===== src/rtl/ps2_mouse_pkg.sv =====
// ps2_mouse_pkg: quadrature phase type, PS2 packet field positions, saturating add and phase step helpers
package ps2_mouse_pkg;
    typedef enum logic [1:0] {
        PH00 = 2'b00,
        PH10 = 2'b10,
        PH11 = 2'b11,
        PH01 = 2'b01
    } phase_t;

    localparam int P_STB  = 24;
    localparam int P_Y_HI = 23;
    localparam int P_Y_LO = 16;
    localparam int P_X_HI = 15;
    localparam int P_X_LO = 8;
    localparam int P_YOVR = 7;
    localparam int P_XOVR = 6;
    localparam int P_YSGN = 5;
    localparam int P_XSGN = 4;
    localparam int P_BTN_HI = 2;

    function automatic longint sat_add(input longint a, input longint b, input int w);
        longint s, hi;
        s = a + b;
        hi = (longint'(1) <<< (w - 1)) - 1;
        return s > hi ? hi : s < -hi - 1 ? -hi - 1 : s;
    endfunction

    // Forward order 00->10->11->01; rev walks it backwards.
    function automatic phase_t next_phase(input phase_t p, input logic rev);
        return rev ? (p == PH00 ? PH01 : p == PH01 ? PH11 : p == PH11 ? PH10 : PH00)
                   : (p == PH00 ? PH10 : p == PH10 ? PH11 : p == PH11 ? PH01 : PH00);
    endfunction
endpackage


===== src/rtl/ps2_quad_mouse_if.sv =====
// ps2_quad_mouse_if: PS2 packet in, Mac quadrature pairs and button out
interface ps2_quad_mouse_if;
    logic [24:0] ps2_mouse;
    logic        x1;
    logic        x2;
    logic        y1;
    logic        y2;
    logic        button;

    modport master (output ps2_mouse, input x1, x2, y1, y2, button);
    modport slave  (input ps2_mouse, output x1, x2, y1, y2, button);
endinterface


===== src/rtl/ps2_quad_axis.sv =====
// ps2_quad_axis: per-axis delta decode, saturating accumulator and quadrature phase FSM (PS2_MOUSE_ACCEL_EN doubles large deltas)
module ps2_quad_axis
    import ps2_mouse_pkg::*;
#(
    parameter int ACC_W     = 10,
    parameter bit INV       = 1'b0,
    parameter int ACCEL_THR = 8
) (
    input  logic       clk,
    input  logic       reset,
    input  logic       strobe,
    input  logic       tick,
    input  logic [7:0] move,
    input  logic       sgn,
    input  logic       ovr,
    output logic       q1,
    output logic       q2
);
    if (ACC_W < 10 || ACCEL_THR < 1) begin : g_bad_cfg
        $error("ps2_quad_axis: ACC_W must be >= 10 and ACCEL_THR >= 1");
    end

    logic signed [ACC_W-1:0] acc;
    logic signed [ACC_W-1:0] acc_n;
    logic signed [9:0]       raw;
    longint                  d;
    longint                  s;
    logic                    step;
    phase_t                  ph;

    assign {q1, q2} = ph;

    always_comb begin
        raw = ovr ? (sgn ? -10'sd256 : 10'sd255) : $signed({sgn, sgn, move});
        d = INV ? sat_add(0, -longint'(raw), ACC_W) : longint'(raw);
`ifdef PS2_MOUSE_ACCEL_EN
        d = (d >= ACCEL_THR || d <= -ACCEL_THR) ? sat_add(d, d, ACC_W) : d;
`endif
        step = tick && acc != 0;
        s = step ? (acc[ACC_W-1] ? -64'sd1 : 64'sd1) : 64'sd0;
        acc_n = ACC_W'(sat_add(longint'(acc) - s, strobe ? d : 64'sd0, ACC_W));
    end

    // Phase direction comes from the accumulator sign before this cycle's update.
    always_ff @(posedge clk) begin
        if (reset) begin
            acc <= '0;
            ph  <= PH00;
        end else begin
            acc <= acc_n;
            if (step) ph <= next_phase(ph, acc[ACC_W-1]);
        end
    end
endmodule


===== src/rtl/ps2_quad_mouse.sv =====
// ps2_quad_mouse: PS2 mouse packets to Mac quadrature/button outputs (optional PS2_MOUSE_ACCEL_EN acceleration)
module ps2_quad_mouse
    import ps2_mouse_pkg::*;
#(
    parameter int       ACC_W     = 10,
    parameter int       DIV_W     = 12,
    parameter bit       Y_INV     = 1'b0,
    parameter bit [2:0] BTN_MASK  = 3'b111,
    parameter int       ACCEL_THR = 8
) (
    input logic               clk,
    input logic               reset,
    input logic               ce,
    ps2_quad_mouse_if.slave   bus
);
    logic             stb_q;
    logic             strobe;
    logic             tick;
    logic [DIV_W-1:0] clkdiv;
    logic             unused_bit;

    assign strobe     = bus.ps2_mouse[P_STB] ^ stb_q;
    assign tick       = ce && clkdiv == '0;
    assign unused_bit = bus.ps2_mouse[3];

    always_ff @(posedge clk) begin
        if (reset) begin
            stb_q      <= 1'b0;
            clkdiv     <= '0;
            bus.button <= 1'b1;
        end else begin
            stb_q <= bus.ps2_mouse[P_STB];
            if (ce) clkdiv <= clkdiv + 1'b1;
            if (strobe) bus.button <= ~|(bus.ps2_mouse[P_BTN_HI:0] & BTN_MASK);
        end
    end

    ps2_quad_axis #(.ACC_W(ACC_W), .INV(1'b0), .ACCEL_THR(ACCEL_THR)) u_x (
        .clk    (clk),
        .reset  (reset),
        .strobe (strobe),
        .tick   (tick),
        .move   (bus.ps2_mouse[P_X_HI:P_X_LO]),
        .sgn    (bus.ps2_mouse[P_XSGN]),
        .ovr    (bus.ps2_mouse[P_XOVR]),
        .q1     (bus.x1),
        .q2     (bus.x2)
    );

    ps2_quad_axis #(.ACC_W(ACC_W), .INV(Y_INV), .ACCEL_THR(ACCEL_THR)) u_y (
        .clk    (clk),
        .reset  (reset),
        .strobe (strobe),
        .tick   (tick),
        .move   (bus.ps2_mouse[P_Y_HI:P_Y_LO]),
        .sgn    (bus.ps2_mouse[P_YSGN]),
        .ovr    (bus.ps2_mouse[P_YOVR]),
        .q1     (bus.y1),
        .q2     (bus.y2)
    );
endmodule


===== src/flat_wrapper.sv =====
// flat-port wrapper written by rule: the top's interface ports become plain ports
module ps2_quad_mouse_flat import ps2_mouse_pkg::*;
#(
    parameter int       ACC_W     = 10,
    parameter int       DIV_W     = 12,
    parameter bit       Y_INV     = 1'b0,
    parameter bit [2:0] BTN_MASK  = 3'b111,
    parameter int       ACCEL_THR = 8
)
  (clk, reset, ce, bus_ps2_mouse, bus_x1, bus_x2, bus_y1, bus_y2, bus_button);
  ps2_quad_mouse_if bus_i ();
  input logic clk;
  input logic reset;
  input logic ce;
  input wire logic [$bits(bus_i.ps2_mouse)-1:0] bus_ps2_mouse;
  output wire logic [$bits(bus_i.x1)-1:0] bus_x1;
  output wire logic [$bits(bus_i.x2)-1:0] bus_x2;
  output wire logic [$bits(bus_i.y1)-1:0] bus_y1;
  output wire logic [$bits(bus_i.y2)-1:0] bus_y2;
  output wire logic [$bits(bus_i.button)-1:0] bus_button;
  assign bus_i.ps2_mouse = bus_ps2_mouse;
  assign bus_x1 = bus_i.x1;
  assign bus_x2 = bus_i.x2;
  assign bus_y1 = bus_i.y1;
  assign bus_y2 = bus_i.y2;
  assign bus_button = bus_i.button;
  ps2_quad_mouse #(.ACC_W(ACC_W), .DIV_W(DIV_W), .Y_INV(Y_INV), .BTN_MASK(BTN_MASK), .ACCEL_THR(ACCEL_THR)) u_core (.clk(clk), .reset(reset), .ce(ce), .bus(bus_i));
endmodule

===== config.mk =====
export PLATFORM = sky130hd
export DESIGN_NAME = ps2_quad_mouse_flat
export DESIGN_NICKNAME = d
export VERILOG_FILES = /design/src/rtl/ps2_mouse_pkg.sv /design/src/rtl/ps2_quad_mouse_if.sv /design/src/rtl/ps2_quad_axis.sv /design/src/rtl/ps2_quad_mouse.sv /design/src/flat_wrapper.sv
export SDC_FILE = /design/constraint.sdc
export NUM_CORES = 1
export LEC_CHECK = 0
export BUFFER_PORTS_ARGS = -buffer_cell sky130_fd_sc_hd__buf_4
export CAP_MARGIN = 20
export CORE_MARGIN = 2
export CORE_UTILIZATION = 30
export CTS_CLUSTER_SIZE = 16
export DETAILED_ROUTE_END_ITERATION = 7
export PLACE_DENSITY = 0.49
export SLEW_MARGIN = 20
export SYNTH_ARGS = -nofsm -noshare
export SYNTH_HDL_FRONTEND = slang
export SYNTH_SLANG_ARGS = --single-unit

===== constraint.sdc =====
create_clock -name clk -period 5.7 [get_ports clk]
set_clock_uncertainty 0.2 [all_clocks]
set_input_delay 0.285 -clock clk [delete_from_list [all_inputs] [get_ports clk]]
set_output_delay 0.285 -clock clk [all_outputs]
set_load 0.01 [all_outputs]

==> flow_metrics.py <==
metrics = {
    "die": {
        "rows": 46,
        "initial_core_util_pct": 30.9,
        "dieWidth_um": 132,
        "core-area_um2": 16000,
        "die_area_um2": 17500,
        "die_y_um": 132,
        "io_pins": 33,
    },
    "placed_design": {
        "pre_cts_slack_ps": -209,
        "place_area_um2": 6390,
        "gp_congestion": 0.831,
        "numPortBuffers": 31,
        "dp_hpwl_um": 10400,
    },
    "timing": {
        "setup_ws_ps": -32.8,
        "maxSlewViolCount": 0,
        "max_freq_ghz": 0.174,
        "slew-limit-headroom_pct": 62.0,
        "worst_slew_pin_slew_ps": 570,
        "rsz0062_at_grt": "yes",
        "hold_viol_final": 0,
        "finalSetupViolCount": 9,
        "fin_crit_sh_pct": 101,
        "min_period_ps": 5730,
    },
    "grt": {
        "grt_pass1_vias": 4685,
        "track_usage_pct": 14.9,
        "grt_remaining_overflow": 0,
        "grt_max_degree": 22,
        "grt_pass1_wl_um": 21800,
        "grt_antenna_before_repair": 0,
    },
    "layout": {
        "final_common_cell": "buf_4",
        "fin_util_pct": 44.5,
        "fin_area_um2": 7120,
        "final_nets": 843,
        "antenna_cells": 0,
        "n_fill_cell": 1620,
        "layout_common_cells": "158 x buf_4, 60 x nor2_1, 54 x inv_1, 54 x fa_1, 35 x dfxtp_1",
        "area_delta_synth_final_pct": 43.9,
        "drive_gt1_share_pct": 36.0,
    },
    "synthesis": {
        "syn_area_um2": 4950,
        "yosys.cell_types.count": 52,
        "yosys.area_share.adder_pct": 35.1,
        "synth_ff_type": "dfxtp_1",
        "ys_seq_area_share_pct": 15.4,
        "yosys.area_share.simple_pct": 20.2,
        "synth_compound_area_share_pct": 16.0,
        "yosys_warnings": 0,
        "synth_xor_area_share_pct": 7.61,
        "ys_ff_latch": 38,
        "synth_mux_area_share_pct": 0.202,
        "synthArstFlopShare_pct": 0,
        "synth_top_family_by_area": "adder cells",
        "synth.avg_cell_area_um2": 8.92,
        "syn_nets": 686,
        "synth_edf_count": 0,
        "postSynthCellCount": 555,
    },
    "clocking": {
        "cts_hold_buf": 0,
        "cts_buffer_depth": 2,
        "cts_sinks": 38,
        "cts_tree": "done",
        "h-tree-depth": 2,
        "clk_transition_reported_paths_ps": 60,
        "cts-root-buf": "clkbuf_16",
        "cts_made_buffers": 5,
        "insertion_delay_ps": 280,
    },
    "worst_setup_path": {
        "cpLargestDelayFamily": "adder cells",
        "required_ps": 5670,
        "start_kind": "flop",
        "critPathMaxStageDelay_ps": 550,
        "path_class": "reg2reg",
        "end_kind": "flop",
        "path_buf_inv": 5,
        "reg2reg_slack_ps": -30,
        "arrival_ps": 5710,
        "crit_fanout": 5,
        "cp_cell_sequence": "or4_4, o41ai_4, inv_1, ha_1, inv_1, ha_2, inv_2, fa_2, nor2b_2, o2111ai_2, a311oi_2, o21ai_1, nand2b_1, buf_6, a21oi_2, fa_2, fa_1, nor4bb_1, nand4_1, or4_4, o311ai_4, buf_6, o31ai_2",
        "slowest_stage": "or4_4",
    },
    "route": {
        "ant_nets": 0,
        "drt_wl_total_um": 13000,
        "drt_iter0_drc": 123,
        "via_count": 4442,
        "drt_pass1_iterations": 4,
        "drcViolationCount": 0,
        "detail_route.vias_per_cell": 4.79,
        "wl_per_cell_um": 14.0,
    },
    "outcome": {
        "run_status": "finished with violations",
        "violations": "negative setup slack",
    },
    "job": {
        "maxCapViolations": 0,
    },
    "min_path": {
        "hp-class": "in2reg",
    },
}
-- what timing repair did --
action,CTS,global route
setup endpoints to repair,18,18
setup buffers,18,7
pin swaps,18,25
resized for setup,29,50
cloned,1,0
-- worst reg2reg max path, delay by kind of cell, from the launching register on --
kind	cells	cell delay (ps)
simple gates	6	1610
flops	1	310
buf+inv	5	510
compound gates	7	1310
fa+ha+maj	5	1710
-- final cells by class --
type | count | area (um^2) | share of cell area [%]
clock buffer | 6 | 139 | 1.95
clock inverter | 1 | 30.0 | 0.422
inverter | 58 | 225 | 3.16
multi-input combinational | 444 | 4410 | 61.9
sequential | 38 | 764 | 10.7
tap | 216 | 270 | 3.79
timing repair buffer | 165 | 1280 | 18.0
-- worst paths after layout --
path | start | endpoint | depth (start not counted)
hold / removal | bus_ps2_mouse[24] | u_core.stb_q$_SDFF_PP0_ | 2
setup reg to reg | u_core.u_x.acc[0]$_SDFF_PP0_ | u_core.u_x.acc[8]$_SDFF_PP0_ | 23
hold reg to reg | u_core.bus.button$_SDFFE_PP1N_ | u_core.bus.button$_SDFFE_PP1N_ | 1
setup / recovery | u_core.u_x.acc[0]$_SDFF_PP0_ | u_core.u_x.acc[8]$_SDFF_PP0_ | 23
-- cells by family after synthesis --
group / after synthesis
AOI/OAI and AO/OA: 113
xor gates and xnor gates: 43
adders and majority gates: 103
buffers and inverters: 73
DFF: 38
and+or+nand+nor: 184
muxes: 1
-- Yosys cell counts (4+ instances only) --
cell type   n  area share, %
or4_1       4           0.61
dfxtp_1    38             15
a211oi_1    9            1.4
a211o_1     7            1.2
nor4bb_1    6            1.2
o211ai_1    5           0.76
nand4b_1    7            1.2
nand3_1     7           0.71
nor2b_1     4           0.51
nor4_1      7           0.88
a21oi_1    24            2.4
nor2_1     63            4.8
xnor2_1    11            1.9
nor3_1      6           0.61
o21ai_0    23            2.3
nand4_1     8            1.0
xor2_1     32            5.7
a21o_1     23            3.5
nand2b_1    7           0.88
ha_1       43             11
fa_1       60             24
clkbuf_1   12           0.91
nand2_1    33            2.5
inv_1      58            4.4
nor4b_1    13            2.3
-- flip-flops by register name, indices dropped and copies added, names as in the netlist --
signal             flops
u_core.u_x.ph          2
u_core.u_y.ph          2
u_core.u_y.acc        10
u_core.clkdiv         12
u_core.u_x.acc        10
u_core.stb_q           1
u_core.bus.button      1
-- through the flow --
step / hold slack, ps / TNS, ps / std cells
6_report: 79.8 / -205 / 928
5_1_grt: 111 / -3610 / 928
4_1_cts: 82.1 / -417 / 923
3_5_place_dp: 267 / -3080 / 897
3_3_place_gp: 252 / -2240 / 897
2_1_floorplan: 163 / 0 / 555
-- routing by layer --
| metal | up-vias | global-route usage [%] | part of all wire (%) |
|---|---|---|---|
| li1 | 2226 | - | - |
| met1 | 2141 | 20.1 | 47 |
| met2 | 56 | 25.8 | 49 |
| met3 | 19 | 1.72 | 2.5 |
| met4 | 0 | 3.41 | 1.4 |
| met5 | - | 0 | 0 |
Power is left out: the tool's default activity adds up to more than one toggle a clock period on the data nets, which glitch-free logic cannot reach.
